**config.mk**
```make
export PLATFORM = sky130hd
export DESIGN_NAME = imem_loader
export DESIGN_NICKNAME = d
export VERILOG_FILES = /design/src/rtl/imem_loader_pkg.sv /design/src/rtl/imem_word_assembler.sv /design/src/rtl/imem_loader.sv
export SDC_FILE = /design/constraint.sdc
export NUM_CORES = 1
export LEC_CHECK = 0
export BUFFER_PORTS_ARGS = -buffer_cell sky130_fd_sc_hd__buf_2
export CORE_MARGIN = 5
export CORE_UTILIZATION = 40
export DETAILED_ROUTE_END_ITERATION = 6
export PLACE_DENSITY_LB_ADDON = 0.25
export SKIP_CTS_REPAIR_TIMING = 1
export SYNTH_ARGS = -nofsm -noshare
export SYNTH_HDL_FRONTEND = slang
export SYNTH_HIERARCHICAL = 1
export SYNTH_SLANG_ARGS = --single-unit
export TNS_END_PERCENT = 50
```
**constraint.sdc**
```tcl
create_clock -name Clk -period 6 [get_ports Clk]
set_input_delay 0.3 -clock Clk [delete_from_list [all_inputs] [get_ports Clk]]
set_output_delay 0.3 -clock Clk [all_outputs]
set_load 0.005 [all_outputs]
```
**src/rtl/imem_loader_pkg.sv**
```systemverilog
// Shared types and constants for the boot-time instruction memory loader.
package imem_loader_pkg;

    localparam int unsigned IMEM_ADDR_W = 10;
    localparam int unsigned LEN_W       = 16;

    typedef enum logic [2:0] {
        S_LEN_HI = 3'd0,
        S_LEN_LO = 3'd1,
        S_DATA   = 3'd2,
        S_CSUM   = 3'd3,
        S_FLUSH  = 3'd4,
        S_DONE   = 3'd5,
        S_ERR    = 3'd6
    } state_t;

endpackage

```
**src/rtl/imem_word_assembler.sv**
```systemverilog
// Collects four stream bytes (MSB first) into a 32-bit word; flags the 4th byte.
module imem_word_assembler (
    input  logic        clk,
    input  logic        reset,
    input  logic        byte_en,
    input  logic [7:0]  byte_in,
    output logic [31:0] word_c,
    output logic        word_done_c
);

    logic [1:0]  cnt;
    logic [23:0] shift;

    always_ff @(posedge clk) begin
        if (reset) begin
            cnt   <= 2'd0;
            shift <= 24'd0;
        end else if (byte_en) begin
            cnt   <= cnt + 2'd1;
            shift <= {shift[15:0], byte_in};
        end
    end

    // The 4th byte completes the word in the same cycle it is accepted.
    assign word_c      = {shift, byte_in};
    assign word_done_c = byte_en && (cnt == 2'd3);

endmodule

```
**src/rtl/imem_loader.sv**
```systemverilog
// Boot loader: length-prefixed byte stream -> instruction memory writes, holds CPU until done.
// Optional trailing checksum byte enabled by defining IMEM_LOADER_CHECKSUM_EN.
module imem_loader
    import imem_loader_pkg::*;
#(
    parameter int unsigned ADDR_W = IMEM_ADDR_W
) (
    input  logic              Clk,
    input  logic              Reset,
    input  logic [7:0]        RxData,
    input  logic              RxValid,
    output logic              RxReady,
    output logic              ImWe,
    output logic [ADDR_W-1:0] ImAddr,
    output logic [31:0]       ImWData,
    output logic              CpuHold,
    output logic              Done,
    output logic              Error
);

    localparam int unsigned IDX_W = ADDR_W + 1;
    localparam int unsigned CMP_W = (IDX_W > LEN_W + 1) ? IDX_W : LEN_W + 1;
    localparam logic [CMP_W-1:0] MAX_WORDS = CMP_W'(1) << ADDR_W;

`ifdef IMEM_LOADER_CHECKSUM_EN
    localparam state_t S_AFTER_DATA = S_CSUM;
`else
    localparam state_t S_AFTER_DATA = S_FLUSH;
`endif

    state_t             state;
    state_t             next_state;
    logic [7:0]         len_hi;
    logic [LEN_W-1:0]   len;
    logic [IDX_W-1:0]   word_idx;

    logic               accept_c;
    logic [LEN_W-1:0]   len_lo_c;
    logic               last_word_c;
    logic               asm_en_c;
    logic [31:0]        word_c;
    logic               word_done_c;

    assign accept_c    = RxValid && RxReady;
    assign len_lo_c    = {len_hi, RxData};
    assign last_word_c = (CMP_W'(word_idx) + CMP_W'(1)) == CMP_W'(len);
    assign asm_en_c    = accept_c && (state == S_DATA);

    imem_word_assembler u_asm (
        .clk         (Clk),
        .reset       (Reset),
        .byte_en     (asm_en_c),
        .byte_in     (RxData),
        .word_c      (word_c),
        .word_done_c (word_done_c)
    );

`ifdef IMEM_LOADER_CHECKSUM_EN
    logic [7:0] sum;
    logic       csum_ok_c;

    assign csum_ok_c = 8'(sum + RxData) == 8'd0;

    // Running sum over the length bytes and every data byte.
    always_ff @(posedge Clk) begin
        if (Reset) begin
            sum <= 8'd0;
        end else if (accept_c && (state inside {S_LEN_HI, S_LEN_LO, S_DATA})) begin
            sum <= 8'(sum + RxData);
        end
    end
`endif

    always_ff @(posedge Clk) begin
        if (Reset) begin
            state <= S_LEN_HI;
        end else begin
            state <= next_state;
        end
    end

    always_comb begin
        next_state = state;
        case (state)
            S_LEN_HI: begin
                if (accept_c) next_state = S_LEN_LO;
            end
            S_LEN_LO: begin
                if (accept_c) begin
                    if (CMP_W'(len_lo_c) > MAX_WORDS) begin
                        next_state = S_ERR;
                    end else if (len_lo_c == '0) begin
                        next_state = S_AFTER_DATA;
                    end else begin
                        next_state = S_DATA;
                    end
                end
            end
            S_DATA: begin
                if (word_done_c && last_word_c) next_state = S_AFTER_DATA;
            end
`ifdef IMEM_LOADER_CHECKSUM_EN
            S_CSUM: begin
                if (accept_c) next_state = csum_ok_c ? S_FLUSH : S_ERR;
            end
`endif
            S_FLUSH: next_state = S_DONE;
            S_DONE:  next_state = S_DONE;
            S_ERR:   next_state = S_ERR;
            default: next_state = S_ERR;
        endcase
    end

    // Registered outputs follow the state being entered so they line up with it.
    always_ff @(posedge Clk) begin
        if (Reset) begin
            len_hi   <= 8'd0;
            len      <= '0;
            word_idx <= '0;
            RxReady  <= 1'b1;
            ImWe     <= 1'b0;
            ImAddr   <= '0;
            ImWData  <= 32'd0;
            CpuHold  <= 1'b1;
            Done     <= 1'b0;
            Error    <= 1'b0;
        end else begin
            RxReady <= next_state inside {S_LEN_HI, S_LEN_LO, S_DATA, S_CSUM};
            CpuHold <= next_state != S_DONE;
            Done    <= next_state == S_DONE;
            Error   <= next_state == S_ERR;
            ImWe    <= word_done_c;
            if (accept_c && (state == S_LEN_HI)) len_hi <= RxData;
            if (accept_c && (state == S_LEN_LO)) len    <= len_lo_c;
            if (word_done_c) begin
                ImAddr   <= word_idx[ADDR_W-1:0];
                ImWData  <= word_c;
                word_idx <= word_idx + IDX_W'(1);
            end
        end
    end

endmodule

```
==> run_results.csv, run 1 <==
group,metric,value,unit
worst_setup_path,critPathMaxFanout,54,
synthesis,yosysUniqueCellTypes,48,
place,postPlaceCellArea,4820,sq um
outcome,status,"finished clean",
clocking,cts_buffers,9,
timing,relSlewSlack,0.294,
worst_setup_path,crit_slowest_cell,"buf_4",
worst_setup_path,worstPathArrival,2.98,ns
grt,track_usage,0.142,
route,remaining_drc_errors,0,
synthesis,synth_area_leaders,"dfxtp_1 48%, mux2i_1 17%, nor2_1 8.0%",
timing,fin_ws,3.21,ns
grt,grt_pass1_vias,3215,
synthesis,synth_area_per_cell,9.66,sq um
worst_setup_path,cp_cell_sequence,"nor4b_2, buf_4, and2_2, buf_4, nand4_1, xor2_1, nor2_1",
worst_setup_path,path_class,"flip-flop to flip-flop",
route,wl,9.14,mm
clocking,cts_sinks,111,
place,dpl.cell_count,636,
cells_and_area,nets,517,
power_and_ir_drop,p_comb_frac,0.096,
cells_and_area,diodes,0,
synthesis,async_flop_share,0,
clocking,root_buffer,"clkbuf_16",
timing,fmax,0.359,GHz
cells_and_area,final_common_cell,"dfxtp_1",
synthesis,synthFlopType,"dfxtp_1",
cells_and_area,fin_area,5120,sq um
clocking,cts.htree.levels,3,
route,avgViaCountPerCell,4.95,
worst_setup_path,crit_required,6.20,ns
die,io_pins,58,
die,die_h,117,um
timing,fin_crit_sh,0.464,
timing,hold_viol_final,0,
job,maxCapViolCount,0,
die,coreArea,11300,sq um
synthesis,netlist.area_leader.share,0.484,
power_and_ir_drop,pwr-share-seq,0.511,
worst_setup_path,start_kind,"flip-flop",
timing,finalSetupViolations,0,
cells_and_area,drive_gt1_frac,0.175,
timing,fin_crit,2.79,ns
synthesis,ys.warnings.count,6,
power_and_ir_drop,power_density,303,nW/um^2
die,rows,39,
synthesis,synthesis.area,4590,sq um
place,numPortBuffers,57,
power_and_ir_drop,clkPwrFrac,0.393,
route,wire_per_inst,14.0,um
power_and_ir_drop,swShare,0.244,
clocking,cts_tree,"yes",
die,die_area,13700,sq um
worst_setup_path,cp_common_cell,"buf_4",
timing,slew_viol_final,0,
die,floorplan.initialDensity,0.405,
timing,fin_skew,0.00629,ns
synthesis,seq_area_frac_synth,0.484,
power_and_ir_drop,p_int,1.17,mW
cells_and_area,final_core_util,0.453,
cells_and_area,final_cell_mix,"111 x dfxtp_1, 98 x nor2_1, 76 x mux2i_1, 56 x buf_2, 40 x nand2_1",
power_and_ir_drop,switchingPower,0.379,mW
power_and_ir_drop,power_leakage,1.96,nW
place,post-place-ws,3.26,ns
synthesis,postSynthNetCount,488,
route,vias,3226,
synthesis,synth_top_area_cell,"dfxtp_1",
route,dr.first_iter.drc_count,176,
worst_setup_path,max_stage_delay,0.64,ns
synthesis,synth_seq_cells,111,
clocking,insertion_delay,0.34,ns
grt,grt_overflow,0,
place,dp_hpwl,6.10,mm
worst_setup_path,endpoint_kind,"flip-flop",
timing,grt_setup_unrepaired,"no",
timing,tns,0,ns
grt,grt_max_degree,109,
clocking,clockBufferDepth,2,
min_path,min_path_type,"input pin to flip-flop",
cells_and_area,area_growth_syn_to_layout,11.7,%
synthesis,synth_enable_flop_cells,0,
synthesis,synth_cells,475,
grt,antenna_found_initial,0,
route,dr.pass1.iters,5,
clocking,path_clk_slew,0.07,ns
timing,hold_ws,0.268,ns
die,die_x,117,um
cells_and_area,nFillCells,1116,
route,postRouteAntennaNets,0,
place,place.gp.congestion,0.796,
power_and_ir_drop,power.total,1.55,mW
cells_and_area,stdcell_count,652,
grt,grt_pass1_wl,15.4,mm
power_and_ir_drop,vdd.ir_drop.worst,126,uV
timing,tightest_slew,1.06,ns
-- power by group through the flow --
stage	Clock (mW)	Sequential [mW]	Combinational (mW)
after global placement	0	0.809	0.147
after floorplan	0	0.798	0.134
after global routing	0.657	0.798	0.168
final	0.610	0.794	0.149
after detailed placement	0	0.811	0.151
after CTS	0.626	0.794	0.152
-- layout make-up --
class / count / area (sq um) / share of cell area
tap: 143 / 179 / 0.0349
sequential: 111 / 2220 / 0.434
multi-input combinational: 319 / 2100 / 0.409
timing repair buffer: 59 / 303 / 0.0591
clock inverter: 4 / 51.3 / 0.0100
clock buffer: 12 / 256 / 0.0500
inverter: 4 / 15.0 / 0.00293
-- cells by family after synthesis --
family                   Yosys count  synth area share
AO/OA/AOI/OAI                     36            0.0475
XOR/XNOR                          28            0.0535
adder cells (fa/ha/maj)            2           0.00545
buffers and inverters             45            0.0600
flip-flops                       111             0.484
multiplexers                      77             0.168
AND/OR/NAND/NOR                  176             0.181
-- worst max-delay path, delay by kind of cell, from the launching register on --
kind                   cells  cell delay (ns)
AND/OR/NAND/NOR            4             0.76
flip-flops                 1             0.55
XOR/XNOR                   1             0.19
buffers and inverters      2             1.07
-- flip-flops by register name (all words and copies together), names as in the netlist --
name         flops
word_idx        11
Error            1
ImAddr          10
len_hi           8
len             16
u_asm/cnt        2
Done             1
u_asm/shift     24
ImWe             1
state            3
ImWData         32
CpuHold          1
RxReady          1
-- layer usage --
metal | vias up | part of all wire | GRT usage
met1 | 1515 | 0.46 | 0.180
met3 | 14 | 0.040 | 0.0272
met4 | 0 | 0.019 | 0.0673
li1 | 1633 | - | -
met5 | - | 0 | 0
met2 | 64 | 0.48 | 0.232
-- worst paths after layout --
check	start	endpoint	slack, ns	cells past startpoint
max	state[1]	word_idx[10]	3.21	7
min	RxData[4]	len[4]	0.27	3
max reg2reg	state[1]	word_idx[10]	3.21	7
min reg2reg	len[12]	len[12]	0.46	2
-- Yosys cell counts (all sizes together) (3+ instances only) --
cell type  instances
inv                4
nor2b              3
nor3               5
mux2i             76
nand2             40
o21ai              6
clkbuf            14
nor4               5
a21oi             20
xnor2             15
nand4              6
xor2              13
dfxtp            111
nor2             101
nand3              6
buf               27
No activity file was read; power rests on OpenSTA's default activity.
==> inputs of run 2 (changes only) <==
clock period = 2.3 ns   (was 6 ns; I/O delays follow)
==> run 2 against run 1 <==
- total power rose to 2.6 times the previous value
- register-to-register slack lost 3.0 ns
- utilization up 0.66 points
- wire length grew 4.5%
- final cell count is 1.2% higher
- clock-buffer cell count stayed put
- via count grew 2.0%
- clock skew is 0.0025 ns higher
- sequential power grew to 2.6 times the previous value
- first-iteration DRC count up 2.3%
- largest cell class unchanged
- die area stayed put
==> run_results.csv, run 2 (same netlist as run 1, synthesis figures left out) <==
group,metric,value,unit
die,floorplan.initialDensity,0.405,
clocking,path_clk_slew,0.07,ns
clocking,root_buffer,"clkbuf_16",
grt,grt_pass1_vias,3309,
worst_setup_path,crit_family,"simple AND/OR/NAND/NOR gates",
timing,slew_viol_final,0,
clocking,cts_tree,"yes",
worst_setup_path,critPathMaxFanout,3,
cells_and_area,nets,525,
outcome,status,"finished clean",
clocking,cts.htree.levels,3,
clocking,cts_buffers,9,
route,vias,3289,
route,postRouteAntennaNets,0,
die,coreArea,11300,sq um
power_and_ir_drop,power_leakage,2.00,nW
route,dr.pass1.iters,4,
power_and_ir_drop,power_density,788,nW/um^2
die,die_x,117,um
die,io_pins,58,
worst_setup_path,start_kind,"flip-flop",
die,rows,39,
grt,track_usage,0.152,
timing,grt_setup_unrepaired,"no",
place,numPortBuffers,57,
place,place.gp.congestion,0.851,
cells_and_area,regMostFlops,"ImWData",
timing,fin_crit,2.04,ns
clocking,insertion_delay,0.35,ns
die,die_h,117,um
power_and_ir_drop,vdd.ir_drop.worst,360,uV
clocking,clockBufferDepth,2,
route,wire_per_inst,14.5,um
worst_setup_path,cp_cell_sequence,"nand2_1, nor4b_4, and2_2, and4_1, nand3_1, a221oi_1, nor4b_4, a211oi_1",
route,remaining_drc_errors,0,
timing,fin_crit_sh,0.889,
worst_setup_path,endpoint_kind,"flip-flop",
cells_and_area,fin_area,5200,sq um
timing,relSlewSlack,0.515,
worst_setup_path,crit_slowest_cell,"dfxtp_1",
worst_setup_path,crit_required,2.50,ns
min_path,min_path_type,"input pin to flip-flop",
worst_setup_path,max_stage_delay,0.35,ns
worst_setup_path,path_buf_inv,0,
route,wl,9.55,mm
grt,grt_max_degree,73,
worst_setup_path,worstPathArrival,2.25,ns
cells_and_area,final_cell_mix,"111 x dfxtp_1, 98 x nor2_1, 76 x mux2i_1, 56 x buf_2, 40 x nand2_1",
job,maxCapViolCount,0,
cells_and_area,largest_reg_flops,32,
worst_setup_path,rrSetupSlack,0.26,ns
cells_and_area,area_growth_syn_to_layout,13.3,%
place,dp_hpwl,6.37,mm
cells_and_area,drive_gt1_frac,0.188,
place,postPlaceCellArea,4890,sq um
cells_and_area,nFillCells,1137,
cells_and_area,largestRegisters,"ImWData x32, u_asm/shift x24, len x16",
timing,tns,0,ns
timing,tightest_slew,0.727,ns
route,dr.first_iter.drc_count,180,
cells_and_area,diodes,0,
timing,fin_ws,0.256,ns
grt,antenna_found_initial,0,
route,avgViaCountPerCell,4.98,
timing,hold_viol_final,0,
grt,grt_overflow,0,
timing,fmax,0.489,GHz
die,die_area,13700,sq um
clocking,cts_sinks,111,
timing,finalSetupViolations,0,
worst_setup_path,cp_common_cell,"nor4b_4",
grt,grt_pass1_wl,16.3,mm
place,post-place-ws,0.0810,ns
cells_and_area,final_common_cell,"dfxtp_1",
timing,fin_skew,0.00879,ns
worst_setup_path,path_class,"flip-flop to flip-flop",
-- run 2: cell type report --
type	instances	area, sq um	area share
clock buffers	12	256	0.0493
flip-flops and latches	111	2220	0.427
well taps	143	179	0.0344
clock inverters	4	53.8	0.0103
inverters	4	15.0	0.00289
repair buffers	67	367	0.0705
multi-input cells	319	2110	0.405
-- run 2: path summary, 6_finish.rpt --
| path | start | endpoint | cells past startpoint |
|---|---|---|---|
| setup / recovery | RxReady | state[1] | 8 |
| hold reg to reg | len[12] | len[12] | 2 |
| setup reg to reg | RxReady | state[1] | 8 |
| hold / removal | RxData[3] | len[3] | 3 |
-- run 2: worst reg2reg max path: stages, from the launching register on --
cell and delay, ns:
dfxtp_1 0.35, nand2_1 0.16, nor4b_4 0.26, and2_2 0.21, and4_1 0.17, nand3_1 0.06
a221oi_1 0.23, nor4b_4 0.33, a211oi_1 0.12
-- run 2: routing by layer --
metal / part of all wire / vias to the layer above / track usage / wire length [um]
met5: 0 / - / 0 / 0
met4: 0.018 / 0 / 0.0711 / 172
met3: 0.057 / 15 / 0.0406 / 542
li1: - / 1658 / - / -
met2: 0.46 / 70 / 0.236 / 4370
met1: 0.47 / 1546 / 0.196 / 4460
-- run 2: through the flow --
stage          hold slack [ns]  utilization  total power [mW]  instances
2_1_floorplan            0.251            -              2.44        475
3_3_place_gp             0.428        0.432              2.53        644
3_5_place_dp             0.435        0.432              2.54        644
4_1_cts                 0.0585        0.459              4.15        660
5_1_grt                 0.0592        0.459              4.29        660
6_report                0.0697        0.459              4.10        660
-- run 2: report_power, final --
group	total (mW)	leakage (nW)	internal (mW)	switching, mW
logic	0.448	0.961	0.183	0.264
registers	2.05	0.896	2.00	0.0592
clock network	1.59	0.145	0.906	0.688
total	4.10	2.00	3.08	1.01
